`config.mk`:
```
export PLATFORM = sky130hd
export DESIGN_NAME = mem_arbiter
export DESIGN_NICKNAME = d
export VERILOG_FILES = /design/src/rtl/mem_arbiter_pkg.sv /design/src/rtl/mem_arb_grant.sv /design/src/rtl/mem_arbiter.sv
export SDC_FILE = /design/constraint.sdc
export NUM_CORES = 1
export LEC_CHECK = 0
export BUFFER_PORTS_ARGS = -buffer_cell sky130_fd_sc_hd__clkbuf_2
export CAP_MARGIN = 10
export CORE_AREA = 4 4 280 282
export DETAILED_ROUTE_END_ITERATION = 12
export DIE_AREA = 0 0 284 286
export PLACE_DENSITY = 0.55
export SETUP_SLACK_MARGIN = 0.15
export SYNTH_ARGS = -nofsm -noshare
export SYNTH_HDL_FRONTEND = slang
export SYNTH_HIERARCHICAL = 1
export SYNTH_SLANG_ARGS = --single-unit
export TNS_END_PERCENT = 5
```
`constraint.sdc`:
```
create_clock -name CLK -period 1.8 [get_ports CLK]
set_input_delay 0.18 -clock CLK [delete_from_list [all_inputs] [get_ports CLK]]
set_output_delay 0.18 -clock CLK [all_outputs]
set_load 0.01 [all_outputs]
```
`src/rtl/mem_arbiter_pkg.sv`:
```
// ---------------------------------------------------------------------------
// mem_arbiter_pkg
// Shared definitions for the I/D cache memory arbiter slice.
//   - BLK_ADDR_W_DEF / BLK_DATA_W_DEF : default widths of a 16-byte block
//     address and of one cache block.
//   - arb_state_t : arbiter FSM states (2-bit encoding).
//   - arb_side_t  : identifies a requester side (used by the optional
//     round-robin pointer enabled with MEM_ARB_RR_EN).
// ---------------------------------------------------------------------------
package mem_arbiter_pkg;

  localparam int BLK_ADDR_W_DEF = 28;
  localparam int BLK_DATA_W_DEF = 128;

  typedef enum logic [1:0] {
    IDLE    = 2'd0,
    SERVE_D = 2'd1,
    SERVE_I = 2'd2
  } arb_state_t;

  typedef enum logic {
    SIDE_D = 1'b0,
    SIDE_I = 1'b1
  } arb_side_t;

endpackage

```
`src/rtl/mem_arb_grant.sv`:
```
// ---------------------------------------------------------------------------
// mem_arb_grant
// Purely combinational grant select between the D-cache and I-cache
// requesters. Only one grant is ever asserted.
//
// Build option:
//   MEM_ARB_RR_EN undefined : a contested request always goes to D.
//   MEM_ARB_RR_EN defined   : a contested request goes to the side named by
//                             rr_ptr (the least recently favoured side).
//
// Ports:
//   d_req   in  1  D-cache request pending (read or write-back)
//   i_req   in  1  I-cache request pending
//   rr_ptr  in  1  favoured side on contention (MEM_ARB_RR_EN builds only)
//   grant_d out 1  D side wins this cycle
//   grant_i out 1  I side wins this cycle
// ---------------------------------------------------------------------------
module mem_arb_grant
  import mem_arbiter_pkg::*;
(
  input  logic      d_req,
  input  logic      i_req,
`ifdef MEM_ARB_RR_EN
  input  arb_side_t rr_ptr,
`endif
  output logic      grant_d,
  output logic      grant_i
);

  // An uncontested request is granted directly; only the case where both
  // sides ask in the same cycle needs a tie-break.
  always_comb begin
    grant_d = 1'b0;
    grant_i = 1'b0;
    if (d_req && i_req) begin
`ifdef MEM_ARB_RR_EN
      if (rr_ptr == SIDE_I) begin
        grant_i = 1'b1;
      end else begin
        grant_d = 1'b1;
      end
`else
      grant_d = 1'b1;
`endif
    end else begin
      grant_d = d_req;
      grant_i = i_req;
    end
  end

endmodule

```
`src/rtl/mem_arbiter.sv`:
```
// ---------------------------------------------------------------------------
// mem_arbiter
// Shares one block-wide main-memory port between a read-only I-cache and a
// read/write-back D-cache. A request seen in IDLE is latched into the
// registered MEM_* port, held stable for the whole transaction, and
// completes on the first cycle after memory has raised and then dropped
// MEM_BUSYWAIT. Reset is synchronous and active-high.
//
// Build option: MEM_ARB_RR_EN -- when defined, contested requests are
// granted to the side held in a round-robin pointer instead of always to D.
//
// Ports:
//   CLK, RESET                  clock / synchronous active-high reset
//   I_READ, I_ADDRESS           I-cache fill request and block address
//   I_READDATA, I_BUSYWAIT      block returned to the I-cache, I stall
//   D_READ, D_WRITE             D-cache fill / write-back request
//   D_ADDRESS, D_WRITEDATA      D-cache block address and write-back block
//   D_READDATA, D_BUSYWAIT      block returned to the D-cache, D stall
//   MEM_READ, MEM_WRITE         registered memory operation strobes
//   MEM_ADDRESS, MEM_WRITEDATA  registered memory address / write block
//   MEM_READDATA, MEM_BUSYWAIT  memory response block and busy flag
// ---------------------------------------------------------------------------
module mem_arbiter
  import mem_arbiter_pkg::*;
#(
  parameter int BLK_ADDR_W = BLK_ADDR_W_DEF,
  parameter int BLK_DATA_W = BLK_DATA_W_DEF
) (
  input  logic                  CLK,
  input  logic                  RESET,
  input  logic                  I_READ,
  input  logic [BLK_ADDR_W-1:0] I_ADDRESS,
  output logic [BLK_DATA_W-1:0] I_READDATA,
  output logic                  I_BUSYWAIT,
  input  logic                  D_READ,
  input  logic                  D_WRITE,
  input  logic [BLK_ADDR_W-1:0] D_ADDRESS,
  input  logic [BLK_DATA_W-1:0] D_WRITEDATA,
  output logic [BLK_DATA_W-1:0] D_READDATA,
  output logic                  D_BUSYWAIT,
  output logic                  MEM_READ,
  output logic                  MEM_WRITE,
  output logic [BLK_ADDR_W-1:0] MEM_ADDRESS,
  output logic [BLK_DATA_W-1:0] MEM_WRITEDATA,
  input  logic [BLK_DATA_W-1:0] MEM_READDATA,
  input  logic                  MEM_BUSYWAIT
);

  arb_state_t            state;
  arb_state_t            state_next;
  logic                  started;
  logic                  d_req;
  logic                  i_req;
  logic                  grant_d;
  logic                  grant_i;
  logic                  mem_done;
  logic                  complete_d;
  logic                  complete_i;
  logic                  d_deliver;
  logic                  i_deliver;
  logic [BLK_DATA_W-1:0] d_rd_q;
  logic [BLK_DATA_W-1:0] i_rd_q;

  assign d_req = D_READ | D_WRITE;
  assign i_req = I_READ;

  // A transaction is finished once memory has shown busy at least once and
  // has now dropped busy. Gating with RESET keeps the reset cycle from
  // looking like a completion to the requesters.
  assign mem_done   = started & ~MEM_BUSYWAIT & ~RESET;
  assign complete_d = (state == SERVE_D) & mem_done;
  assign complete_i = (state == SERVE_I) & mem_done;

  // Returned data is only handed over for a read whose requester is still
  // asking; a write-back, or a request withdrawn mid-transaction, leaves the
  // held value untouched.
  assign d_deliver = complete_d & MEM_READ & D_READ;
  assign i_deliver = complete_i & I_READ;

  assign D_BUSYWAIT = ~RESET & d_req & ~complete_d;
  assign I_BUSYWAIT = ~RESET & i_req & ~complete_i;

  assign D_READDATA = d_deliver ? MEM_READDATA : d_rd_q;
  assign I_READDATA = i_deliver ? MEM_READDATA : i_rd_q;

`ifdef MEM_ARB_RR_EN
  arb_side_t rr_ptr;

  // The pointer only moves when a completion leaves the other side waiting,
  // so a side that was made to wait is favoured at the next contention.
  always_ff @(posedge CLK) begin
    if (RESET) begin
      rr_ptr <= SIDE_D;
    end else if (complete_d && i_req) begin
      rr_ptr <= SIDE_I;
    end else if (complete_i && d_req) begin
      rr_ptr <= SIDE_D;
    end
  end

  mem_arb_grant u_grant (
    .d_req   (d_req),
    .i_req   (i_req),
    .rr_ptr  (rr_ptr),
    .grant_d (grant_d),
    .grant_i (grant_i)
  );
`else
  mem_arb_grant u_grant (
    .d_req   (d_req),
    .i_req   (i_req),
    .grant_d (grant_d),
    .grant_i (grant_i)
  );
`endif

  // Next-state logic: grant from IDLE, return to IDLE on completion.
  always_comb begin
    state_next = state;
    case (state)
      IDLE: begin
        if (grant_d) begin
          state_next = SERVE_D;
        end else if (grant_i) begin
          state_next = SERVE_I;
        end
      end
      SERVE_D: begin
        if (complete_d) begin
          state_next = IDLE;
        end
      end
      SERVE_I: begin
        if (complete_i) begin
          state_next = IDLE;
        end
      end
      default: state_next = IDLE;
    endcase
  end

  // State register plus the registered memory port. The winner's request is
  // captured once in IDLE and then left alone, so requester-side changes
  // during SERVE cannot disturb the memory transaction. Reset abandons any
  // transaction in flight.
  always_ff @(posedge CLK) begin
    if (RESET) begin
      state         <= IDLE;
      started       <= 1'b0;
      MEM_READ      <= 1'b0;
      MEM_WRITE     <= 1'b0;
      MEM_ADDRESS   <= '0;
      MEM_WRITEDATA <= '0;
    end else begin
      state <= state_next;
      case (state)
        IDLE: begin
          started <= 1'b0;
          if (grant_d) begin
            MEM_ADDRESS   <= D_ADDRESS;
            MEM_WRITEDATA <= D_WRITEDATA;
            MEM_READ      <= D_READ;
            MEM_WRITE     <= D_WRITE;
          end else if (grant_i) begin
            MEM_ADDRESS   <= I_ADDRESS;
            MEM_WRITEDATA <= '0;
            MEM_READ      <= 1'b1;
            MEM_WRITE     <= 1'b0;
          end
        end
        SERVE_D, SERVE_I: begin
          if (mem_done) begin
            MEM_READ  <= 1'b0;
            MEM_WRITE <= 1'b0;
            started   <= 1'b0;
          end else if (MEM_BUSYWAIT) begin
            started <= 1'b1;
          end
        end
        default: begin
          started   <= 1'b0;
          MEM_READ  <= 1'b0;
          MEM_WRITE <= 1'b0;
        end
      endcase
    end
  end

  // Holding registers for the last block delivered to each cache.
  always_ff @(posedge CLK) begin
    if (RESET) begin
      d_rd_q <= '0;
      i_rd_q <= '0;
    end else begin
      if (d_deliver) begin
        d_rd_q <= MEM_READDATA;
      end
      if (i_deliver) begin
        i_rd_q <= MEM_READDATA;
      end
    end
  end

endmodule

```
==> flow_summary.ini <==
[place]
place.gp.congestion = 0.911
dp_hpwl_um = 53200
dpl.cell_count = 3643
portBuffers = 733

[setup_path]
worst-path-max-fanout = 47
rrSetupSlack_ps = 20
startpoint = state[1]$_SDFFE_PP0P_
reg2reg_from = state[1]$_SDFFE_PP0P_
end_kind = primary output
slowest_delay_ps = 340
path_cells = inv_2 -> ha_4 -> and3b_4 -> buf_12 -> nand3_1 -> nand2_2 -> clkbuf_2
worstPathRequired_ps = 1620
arrival_ps = 2200
crit_slowest_cell = dfxtp_2
reg2reg_depth = 8
cp-start-kind = flop
crit_type = flop to primary output
critPathCapture = D_READDATA[105]
rr_endpoint = MEM_WRITEDATA[121]$_SDFFE_PP0P_

[cts]
clock_sinks = 417
htree_levels = 2
cts_made_buffers = 47
clk_latency_ps = 570
clk_path_buf_depth = 3
clkTransAtPathRegs_ps = 60
clock-root-buffer = clkbuf_16
tritoncts = built

[routing]
first_pass_iters = 5
postRouteAntennaNets = 0
drtIter0Drc = 1351
routed_wl_um = 83600
via_per_inst = 4.77
vias = 19534
drcViolationCount = 0
wire_per_inst_um = 20.4

[timing]
maxSlewHeadroom = 0.381
finalCritPeriodShare = 1.32
fin_ws_ps = -579
tightest_slew_ps = 929
setup_violations = 258
rsz0062_at_grt = true
final.min_clock_period_ps = 2380
slew_violations = 0
fmax_mhz = 420
hold_viol = 0
clock-skew-final_ps = 17.6

[synthesis]
synth_edf_count = 0
syn_avg_cell_area_sq_um = 8.13
yosys_warnings = 6
synth_nets = 2341
yosysSeqAreaShare = 0.509
synth_cell_types = 34
synth_ff_type = dfxtp_1
async_reset_ff_frac = 0
syn_inst = 2020
syn_area_sq_mm = 0.0164
ys_seq_elements = 417

[die]
die-area_sq_mm = 0.0812
row_count = 101
initial_utilization = 0.217
die_w_um = 284
pin_count = 734
die_y_um = 286
core_area_sq_mm = 0.0757

[grt]
antenna_found_initial = 3
grt-ovfl-total = 0
grt_pass1_wl_um = 118000
grt_max_degree = 146
grt_use_total = 0.186
grt_pass1_vias = 18587

[run_status]
outcome = complete, but fails checks
failed_checks = setup timing

[power_and_ir_drop]
p_per_area_mw_per_mm2 = 988
vdd_ir_drop_max_v = 0.000905
leakage_nw = 13.5

[cells_and_area]
num-nets-final = 3393
final_common_cell = clkbuf_2
area_delta_synth_final_pct = 77.7
n_fill_cell = 7510
layout-drive-gt1-share = 0.415
layout_common_cells = 645 x clkbuf_2, 414 x dfxtp_1, 311 x dlygate4sd3_1
instances_no_fill = 4092
utilization = 0.385

[worst_hold_path]
min_path_type = primary input to flop

[run]
drv_cap = 0
==> registers in the layout (all words and copies together) (netlist names) <==
| signal | cells |
|---|---|
| state | 2 |
| MEM_READ | 1 |
| started | 1 |
| MEM_WRITEDATA | 128 |
| d_rd_q | 128 |
| MEM_WRITE | 1 |
| i_rd_q | 128 |
| MEM_ADDRESS | 28 |
==> synth_stat cells (23+ instances only) <==
cell type / number / share of area
a211oi_1: 29 / 0.013
a21oi_1: 256 / 0.078
a22oi_1: 129 / 0.059
buf_2: 89 / 0.027
clkbuf_1: 82 / 0.019
dfxtp_1: 417 / 0.51
mux2i_1: 29 / 0.018
nand2_1: 259 / 0.059
nand3_1: 256 / 0.078
nor2_1: 158 / 0.036
o21ai_0: 235 / 0.072
o21ai_1: 23 / 0.0070
==> stage by stage <==
step / hold WS [ps] / TNS [ps] / power, W / cell area [sq um] / worst slack, ps
after floorplan: 294 / 0 / 0.0146 / 16400 / 291
after global placement: 426 / -236 / 0.0178 / 21700 / -88.2
after detailed placement: 435 / -269 / 0.0178 / 21700 / -80.9
after CTS: 13.3 / -145160 / 0.0285 / 27400 / -631
after global routing: 65.4 / -159200 / 0.0301 / 29200 / -691
final: 71.0 / -122510 / 0.0288 / 29200 / -579
==> critical path: cells and delay by family (launching register included) <==
| kind | cells | cell delay, ps |
|---|---|---|
| simple gates | 3 | 610 |
| flops | 1 | 340 |
| fa+ha+maj | 1 | 130 |
| buf+inv | 3 | 470 |
==> worst min path at each step <==
stage,from,endpoint,slack (ps),depth (start not counted)
finish,D_ADDRESS[27],MEM_ADDRESS[27]$_SDFFE_PP0P_,70,3
global placement,D_WRITEDATA[10],MEM_WRITEDATA[10]$_SDFFE_PP0P_,430,3
global route,D_ADDRESS[27],MEM_ADDRESS[27]$_SDFFE_PP0P_,70,3
detailed placement,D_WRITEDATA[54],MEM_WRITEDATA[54]$_SDFFE_PP0P_,440,3
floorplan,MEM_BUSYWAIT,started$_SDFFE_PP0P_,290,2
CTS,D_ADDRESS[27],MEM_ADDRESS[27]$_SDFFE_PP0P_,10,3
==> layer usage <==
| metal | vias up | wire [um] | global-route usage |
|---|---|---|---|
| li1 | 9261 | - | - |
| met1 | 9320 | 33600 | 0.226 |
| met2 | 799 | 39700 | 0.311 |
| met3 | 152 | 6040 | 0.0445 |
| met4 | 2 | 4130 | 0.0867 |
| met5 | - | 13 | 0 |
==> power breakdown <==
group	switching (W)	internal (W)	leakage [nW]
clock network	0.00403	0.00576	0.764
registers	0.000753	0.0103	3.39
logic	0.00472	0.00328	9.35
==> logic make-up after synthesis <==
family / synth area share
AOI/OAI and AO/OA: 0.233
adders and majority gates: 0.00229
buffers and inverters: 0.0573
DFF: 0.509
muxes: 0.0177
and+or+nand+nor: 0.182
==> area by class of cell <==
class / count / area (sq um) / area share
clock buffers: 77 / 1440 / 0.0494
multi-input cells: 1400 / 8700 / 0.298
inverters: 5 / 21.3 / 0.000729
diodes: 4 / 10.0 / 0.000343
repair buffers: 1201 / 9290 / 0.319
well taps: 978 / 1220 / 0.0420
clock inverters: 10 / 125 / 0.00429
flip-flops and latches: 417 / 8350 / 0.286
==> what timing repair did <==
action,CTS,global route
hold buffers,311,0
pin swaps,11,68
gates cloned,10,12
hold endpoints to repair,410,0
setup buffers,14,11
endpoints found under the setup margin,440,615
resized for setup,365,413
(Power assumes the default switching activity.)
